$ cat config.mk
export PLATFORM = sky130hd
export DESIGN_NAME = fetch_queue
export DESIGN_NICKNAME = d
export VERILOG_FILES = /design/src/rtl/fetch_queue.sv
export SDC_FILE = /design/constraint.sdc
export NUM_CORES = 1
export LEC_CHECK = 0
export ABC_CLOCK_PERIOD_IN_PS = 4500
export CORE_ASPECT_RATIO = 0.75
export CORE_MARGIN = 2
export CORE_UTILIZATION = 61
export CTS_CLUSTER_DIAMETER = 120
export DETAILED_ROUTE_END_ITERATION = 8
export GPL_TIMING_DRIVEN = 0
export HOLD_SLACK_MARGIN = 0.15
export PLACE_DENSITY_LB_ADDON = 0.12
export SLEW_MARGIN = 20
export SYNTH_ARGS = -nofsm -noshare
export SYNTH_HDL_FRONTEND = slang
export SYNTH_SLANG_ARGS = --single-unit
$ cat constraint.sdc
create_clock -name d_clk -period 4.5 [get_ports d_clk]
set_clock_uncertainty 0.1 [all_clocks]
set_input_delay 0.675 -clock d_clk [delete_from_list [all_inputs] [get_ports d_clk]]
set_output_delay 0.675 -clock d_clk [all_outputs]
set_load 0.01 [all_outputs]
$ cat src/rtl/fetch_queue.sv
// fetch_queue: instruction-fetch front end. Owns the PC, issues in-order
// requests to a variable-latency instruction memory, tags each request with
// its address, and buffers returned words in a DEPTH-entry FIFO that decode
// drains through a valid/ready handshake. A redirect flushes the FIFO and
// marks every in-flight response as stale so it is dropped on return.
`timescale 1ns/1ps

module fetch_queue #(
  parameter int                  PC_WIDTH = 32,
  parameter int                  IWIDTH   = 32,
  parameter int                  DEPTH    = 4,
  parameter int                  MAX_OUT  = 4,
  parameter logic [PC_WIDTH-1:0] RESET_PC = '0
) (
  input  logic                d_clk,
  input  logic                d_rst,
  input  logic                d_i_ce,
  input  logic                i_redirect,
  input  logic [PC_WIDTH-1:0] i_redirect_pc,
  output logic                o_imem_req,
  output logic [PC_WIDTH-1:0] o_imem_addr,
  input  logic                i_imem_valid,
  input  logic [IWIDTH-1:0]   i_imem_instr,
  output logic                o_valid,
  output logic [PC_WIDTH-1:0] o_pc,
  output logic [IWIDTH-1:0]   o_instr,
  input  logic                i_ready
);

  localparam int AW = $clog2(DEPTH);
  localparam int CW = $clog2(DEPTH + 1);
  localparam int OW = $clog2(MAX_OUT + 1);
  localparam int TW = (MAX_OUT > 1) ? $clog2(MAX_OUT) : 1;
  localparam int SW = ((CW > OW) ? CW : OW) + 1;

  localparam logic [OW-1:0] MAX_OUT_V = OW'(MAX_OUT);
  localparam logic [SW-1:0] DEPTH_V   = SW'(DEPTH);
  localparam logic [TW-1:0] TAG_LAST  = TW'(MAX_OUT - 1);

  typedef enum logic {
    IDLE = 1'b0,
    RUN  = 1'b1
  } state_t;

  state_t              state;
  logic [PC_WIDTH-1:0] pc;
  logic [OW-1:0]       outstanding;
  logic [OW-1:0]       discard;
  logic [OW-1:0]       outstanding_next;
  logic [CW-1:0]       count;
  logic [AW-1:0]       wr_ptr;
  logic [AW-1:0]       rd_ptr;
  logic [TW-1:0]       tag_wr;
  logic [TW-1:0]       tag_rd;
  logic [SW-1:0]       credit_sum;
  logic                issue;
  logic                push;
  logic                pop;
  logic                head_valid;
  logic                redirect_low_unused;

  logic [PC_WIDTH-1:0] tag_mem    [MAX_OUT];
  logic [PC_WIDTH-1:0] fifo_pc    [DEPTH];
  logic [IWIDTH-1:0]   fifo_instr [DEPTH];

  // The tag FIFO depth need not be a power of two, so wrap explicitly.
  function automatic logic [TW-1:0] tag_inc(input logic [TW-1:0] p);
    logic [TW-1:0] n;
    if (p == TAG_LAST) begin
      n = TW'(0);
    end else begin
      n = p + TW'(1);
    end
    return n;
  endfunction

  // Redirect targets are forced word aligned; the low bits are ignored.
  assign redirect_low_unused = ^i_redirect_pc[1:0];

  // Issue/accept decisions: a request needs a free credit both in flight and
  // in the FIFO, so every returning non-stale response always finds room.
  always_comb begin
    credit_sum       = SW'(count) + SW'(outstanding);
    head_valid       = (count != CW'(0));
    pop              = head_valid && i_ready;
    issue            = (state == RUN) && (outstanding < MAX_OUT_V) &&
                       (credit_sum < DEPTH_V) && !i_redirect;
    push             = i_imem_valid && !i_redirect && (discard == OW'(0));
    outstanding_next = outstanding + OW'(issue) - OW'(i_imem_valid);
  end

  // Run/idle state follows the fetch enable one edge later.
  always_ff @(posedge d_clk or negedge d_rst) begin
    if (!d_rst) begin
      state <= IDLE;
    end else begin
      case (state)
        IDLE: begin
          if (d_i_ce) state <= RUN;
          else        state <= IDLE;
        end
        RUN: begin
          if (!d_i_ce) state <= IDLE;
          else         state <= RUN;
        end
        default: state <= IDLE;
      endcase
    end
  end

  // Program counter: redirect wins, otherwise advance one word per request.
  always_ff @(posedge d_clk or negedge d_rst) begin
    if (!d_rst) begin
      pc <= RESET_PC;
    end else if (i_redirect) begin
      pc <= {i_redirect_pc[PC_WIDTH-1:2], 2'b00};
    end else if (issue) begin
      pc <= pc + PC_WIDTH'(4);
    end else begin
      pc <= pc;
    end
  end

  // In-flight accounting; on redirect everything still in flight is stale,
  // except a response arriving this very cycle which is dropped right away.
  always_ff @(posedge d_clk or negedge d_rst) begin
    if (!d_rst) begin
      outstanding <= OW'(0);
      discard     <= OW'(0);
    end else begin
      outstanding <= outstanding_next;
      if (i_redirect) begin
        discard <= outstanding - OW'(i_imem_valid);
      end else if (i_imem_valid && (discard != OW'(0))) begin
        discard <= discard - OW'(1);
      end else begin
        discard <= discard;
      end
    end
  end

  // Address-tag FIFO pointers; stale tags are simply thrown away on redirect.
  always_ff @(posedge d_clk or negedge d_rst) begin
    if (!d_rst) begin
      tag_wr <= TW'(0);
      tag_rd <= TW'(0);
    end else if (i_redirect) begin
      tag_wr <= TW'(0);
      tag_rd <= TW'(0);
    end else begin
      if (issue) tag_wr <= tag_inc(tag_wr);
      if (push)  tag_rd <= tag_inc(tag_rd);
    end
  end

  // Address-tag storage written with the PC of each issued request.
  always_ff @(posedge d_clk) begin
    if (issue) tag_mem[tag_wr] <= pc;
  end

  // Instruction FIFO control; push and pop together leave count unchanged.
  always_ff @(posedge d_clk or negedge d_rst) begin
    if (!d_rst) begin
      wr_ptr <= AW'(0);
      rd_ptr <= AW'(0);
      count  <= CW'(0);
    end else if (i_redirect) begin
      wr_ptr <= AW'(0);
      rd_ptr <= AW'(0);
      count  <= CW'(0);
    end else begin
      if (push) wr_ptr <= wr_ptr + AW'(1);
      if (pop)  rd_ptr <= rd_ptr + AW'(1);
      count <= count + CW'(push) - CW'(pop);
    end
  end

  // Instruction FIFO storage: each entry pairs a word with its fetch PC.
  always_ff @(posedge d_clk) begin
    if (push) begin
      fifo_pc[wr_ptr]    <= tag_mem[tag_rd];
      fifo_instr[wr_ptr] <= i_imem_instr;
    end
  end

  assign o_imem_req  = issue;
  assign o_imem_addr = pc;
  assign o_valid     = head_valid;
  assign o_pc        = head_valid ? fifo_pc[rd_ptr]    : PC_WIDTH'(0);
  assign o_instr     = head_valid ? fifo_instr[rd_ptr] : IWIDTH'(0);

endmodule

Word-level counts from Yosys, hierarchy flattened:

Memory sizes are Yosys's and may differ from the RTL's.
Index checks and enable logic that the tools add are counted.
Widths: inputs -> output; s select.

* bits in registers: 50
* RAM bits: 384
* output and inout bits: 98
* logic and storage cells: 65
* memories: 3

Memory list
* fifo_instr: words 4, bits a word 32, rd ports 1, clocked after Yosys merged registers in 0, wr ports 1, line 64 `logic [IWIDTH-1:0] fifo_instr [DEPTH];`
* fifo_pc: words 4, bits a word 32, rd ports 1, clocked after Yosys merged registers in 0, wr ports 1, line 63 `logic [PC_WIDTH-1:0] fifo_pc [DEPTH];`
* tag_mem: words 4, bits a word 32, rd ports 1, clocked after Yosys merged registers in 0, wr ports 1, line 62 `logic [PC_WIDTH-1:0] tag_mem [MAX_OUT];`

* add/subtract/negate cells: 12
* magnitude comparators: 2
* equality and inequality tests: 2
* multiplexer cells: 22
* reductions and logical operators: 15

Operators by type and width (count)
* $mux 32: 4
* $add 32x3->32 const B: 1
* $mux 2: 10
* $mux 3: 3
* $sub 3x1->3: 3
* $add 2x1->2 const B: 4
* $reduce_bool 2->1: 4
* $logic_and 1x1->1: 7
* $add 3x1->3: 2
* $reduce_bool 3->1: 2
* $mux 1: 5
* $add 3x3->4: 1
* $eq 2x2->1 const B: 2
* $lt 4x3->1 const B: 1
* $logic_not 3->1: 1
* $lt 3x3->1 const B: 1
* $sub 3x1->3 const B: 1
* $logic_not 1->1: 1

Logic depth before layout (Yosys ltp):

* depth after elaboration: 6
* mapped depth: 12
* mapped depth without buffers: 12

Least setup slack after synthesis:

Ideal clock, no wire load.

* kind: input to register
* from: input i_imem_valid
* to: memory fifo_instr[0][0] (enable)
* arrival time: 2598 ps
* setup slack: 1375 ps
* stages on the path: 3
* path buffers: 0
* cell sequence: nand3b_1 > nor2_1 > and2_1

* longest elaborated chain between the ends: 4

RTL lines
* start, declared: line 22 `input logic i_imem_valid,`
* $logic_and 1x1->1 (2 in series): line 88 `push = i_imem_valid && !i_redirect && (discard == OW'(0));`
* $mux 1: line 180 `if (push) begin`
* $mux 1 (not written as such): line 182 `fifo_instr[wr_ptr] <= i_imem_instr;`
* end, declared: line 64

Every way passes these cells.

Final worst setup path:

* from: register rd_ptr[0]
* to: output o_instr[21]

* longest elaborated chain between the ends: 2

RTL lines
* start, declared: line 52 `logic [AW-1:0] rd_ptr;`
* start signal, assigned: line 173 `if (pop) rd_ptr <= rd_ptr + AW'(1);`
* $mem_v2 4x32
* $mux 32: line 190 `assign o_instr = head_valid ? fifo_instr[rd_ptr] : IWIDTH'(0);`
* end, declared: line 26 `output logic [IWIDTH-1:0] o_instr,`

Every way passes these cells.

==> metrics <==
initial antenna violation count 0; die height approximately 150 um; width of the die between 150 and 200 um; pwr/cell area approximately 520 mW/mm^2; sequential area share after synthesis roughly three quarters; Top FF cell, synth edfxtp_1; DP HPWL about 22000 um; count leader, synth edfxtp_1; final setup violation count 0; vias per cell around 6.1; # rows 52; register bit count reported by yosys around 420; fraction of registers with async set/reset between 10% and 20%; metal2 WL around 18000 um; dpl ws ~0.44 ns; H-tree Lvls 2; CTS Sinks between 400 and 500; top cells by area, synth edfxtp_1 (66%), mux4_2 (12%), dfrtp_1 (7.2%); Adder-Cell Fraction of Synth Area under 10%; CP Capture Type output port; area delta synth->final 21.0%; Routed Antenna Nets 0; worst vdd ir 0.000410 V; Comb pwr share about 26%; sw frac 26.5%; YS warnings 0; Worst Path Arrival ~3.5 ns; root buf cell clkbuf_16; setup ws final around 0.27 ns; Initial Util between 60% and 70%; hold crit path type flop to flop; vias between 9k and 10k; critical path class flop to output port; status complete, no violations; measured slew at the worst slew-check pin between 0.9 and 1 ns; maximum fanout along the worst path 10; Cell Area, Placed 0.0189 mm^2; io pins 168; sequential share of power between 40% and 50%; fin. max-slew vios 0; top cells by count, synth edfxtp_1 (368), mux4_2 (92), and2_1 (67), dfrtp_1 (48), clkbuf_1 (34); DR pass1 iterations 5; Post-Synth XOR/XNOR Area less than 1%; number of global-route vias before repair 9091; worst-path cell chain clkbuf_1, buf_1, mux4_2, and2_1, clkdlybuf4s50_1; Sw Pwr around 2.8 mW; Lkg Pwr 6.55 nW; number of distinct library cells after synthesis 44; Synth area leader edfxtp_1; drt drc 0; Nets roughly 1.2k; Clock Power Share 30.3%; post-CTS setup buffers 0; final WL between 30000 and 40000 um; IO buf count ~160; Core Area 0.0269 mm^2; FMAX about 240 MHz; Pwr Total about 10 mW; EDFF count, synth roughly 370; Synth Area in Compound Gates approximately 2.4%; Die ar. roughly 0.029 mm^2; WL met1 ~15000 um; uppermost layer routed met4; number of DRC markers in iteration 0 approximately 850; layout cells sized above 1 16.0%; Worst EP required around 3.7 ns; wire length per cell between 20 and 25 um; Syn Area/Cell ~19 um^2; largest net degree at the start of global routing between 40 and 50; WL met3 ~2300 um; clk_lat worst skew slightly above 0.5 ns; mux contribution to synthesized area between 10% and 20%; Pint 7.71 mW; Worst-path clk slew approximately 0.060 ns; Rel. slew slack a little under two fifths; max_cap viols 0; post-synthesis cell count 879; min Tclk post-route 4.23 ns; Setup crit start kind flop; Final Hold Fails 0; TritonCTS clock tree yes; simple-gate share of the synthesized area just under 7%; gr usage total 25.3%; main combinational cell family by area after synthesis multiplexers; first-pass GRT wire length 54300 um; total CTS buffers 39; post-synth top area share approximately 66%; slowest cell on the critical path buf_1; Routability Congestion between 0.8 and 0.9; gr ovfl total 0; RSZ-0062 raised after global routing no; setup TNS 0 ns; fin crit share between 90% and 100%; area of the mapped netlist about 0.017 mm^2; Longest Clk Path Bufs 3; Max stage delay on crit path around 0.76 ns; Final Cell Area around 0.020 mm^2; Antenna Cells 0
layout make-up:
cell class	instances	area (um^2)
Tap cell	351	439
Clock inverter	18	169
Multi-Input combinational cell	395	4120
Clock buffer	49	1060
Sequential cell	416	12300
Fill cell	1559	6740
Timing Repair Buffer	170	1800
Buffer	54	228
Inverter	16	60.1
worst paths after layout:
kind | start | end | slack [ns] | cells past startpoint
max in group asynchronous | d_rst | tag_rd[1] | 3.21 | 2
worst min register to register | tag_wr[1] | tag_wr[1] | 0.48 | 2
worst max-delay path | rd_ptr[0] | o_instr[21] | 0.27 | 5
worst min-delay path | tag_wr[1] | tag_wr[1] | 0.48 | 2
worst max register to register | count[1] | outstanding[2] | 1.38 | 9
min in group asynchronous | d_rst | o_imem_addr[4] | 0.64 | 2
logic make-up (layout without fill, tap and decap cells):
family          count (synthesis)  count (layout)
flops                         416             416
simple gates                  195             195
other cells                     1               4
compound gates                 60              60
fa+ha+maj                      22              22
buf+inv                        71             307
mux                            99              99
xor+xnor                       15              15
through the flow:
stage               util (%)  instances  hold slack [ns]
floorplan                  -        882            0.279
global placement        69.6       1394            0.465
detailed placement      70.3       1402            0.478
CTS                     74.9       1470            0.486
global route            74.9       1469            0.488
finish                  74.9       1469            0.476
placed cells by master (no fill, tap or decap), types with 16 or more instances in the layout:
master and count:
and2_1 63, or4_1 20, ha_1 20, nor2_1 33, clkdlybuf4s50_1 160, clkbuf_1 38
clkbuf_16 39, nand2_1 19, inv_1 16, edfxtp_1 368, o31ai_1 18, dfrtp_1 48
a31oi_1 21, mux4_2 92
flip-flops by register name (all words and copies together), names as in the netlist, 3 cells and up:
signal,count
count,3
discard,3
fifo_instr,128
fifo_pc,120
o_imem_addr,30
outstanding,3
tag_mem,120
power groups by stage:
stage	logic (mW)	clock network [mW]	registers, mW
floorplan	1.50	0	4.66
global placement	2.61	0	4.70
detailed placement	2.68	0	4.71
CTS	2.73	3.22	4.63
global route	2.90	3.36	4.65
finish	2.68	3.19	4.63
critical path, delay by kind of cell (launching register included):
| family | cells | cell delay [ns] |
|---|---|---|
| and+or+nand+nor | 1 | 0.18 |
| DFF | 1 | 0.32 |
| buffers and inverters | 3 | 1.82 |
| muxes | 1 | 0.61 |
layer usage:
metal	up-vias	track usage (%)
met1	4634	36.9
met3	61	3.60
met5	-	0
li1	3934	-
met2	399	41.6
met4	0	5.92
timing repair:
| action | CTS | global route |
|---|---|---|
| gates resized for setup | 0 | 2 |
| endpoints found under the hold margin | 48 | 0 |
| hold buffers | 1 | 0 |
| endpoints found under the setup margin | 0 | 3 |
(Power assumes the default switching activity.)
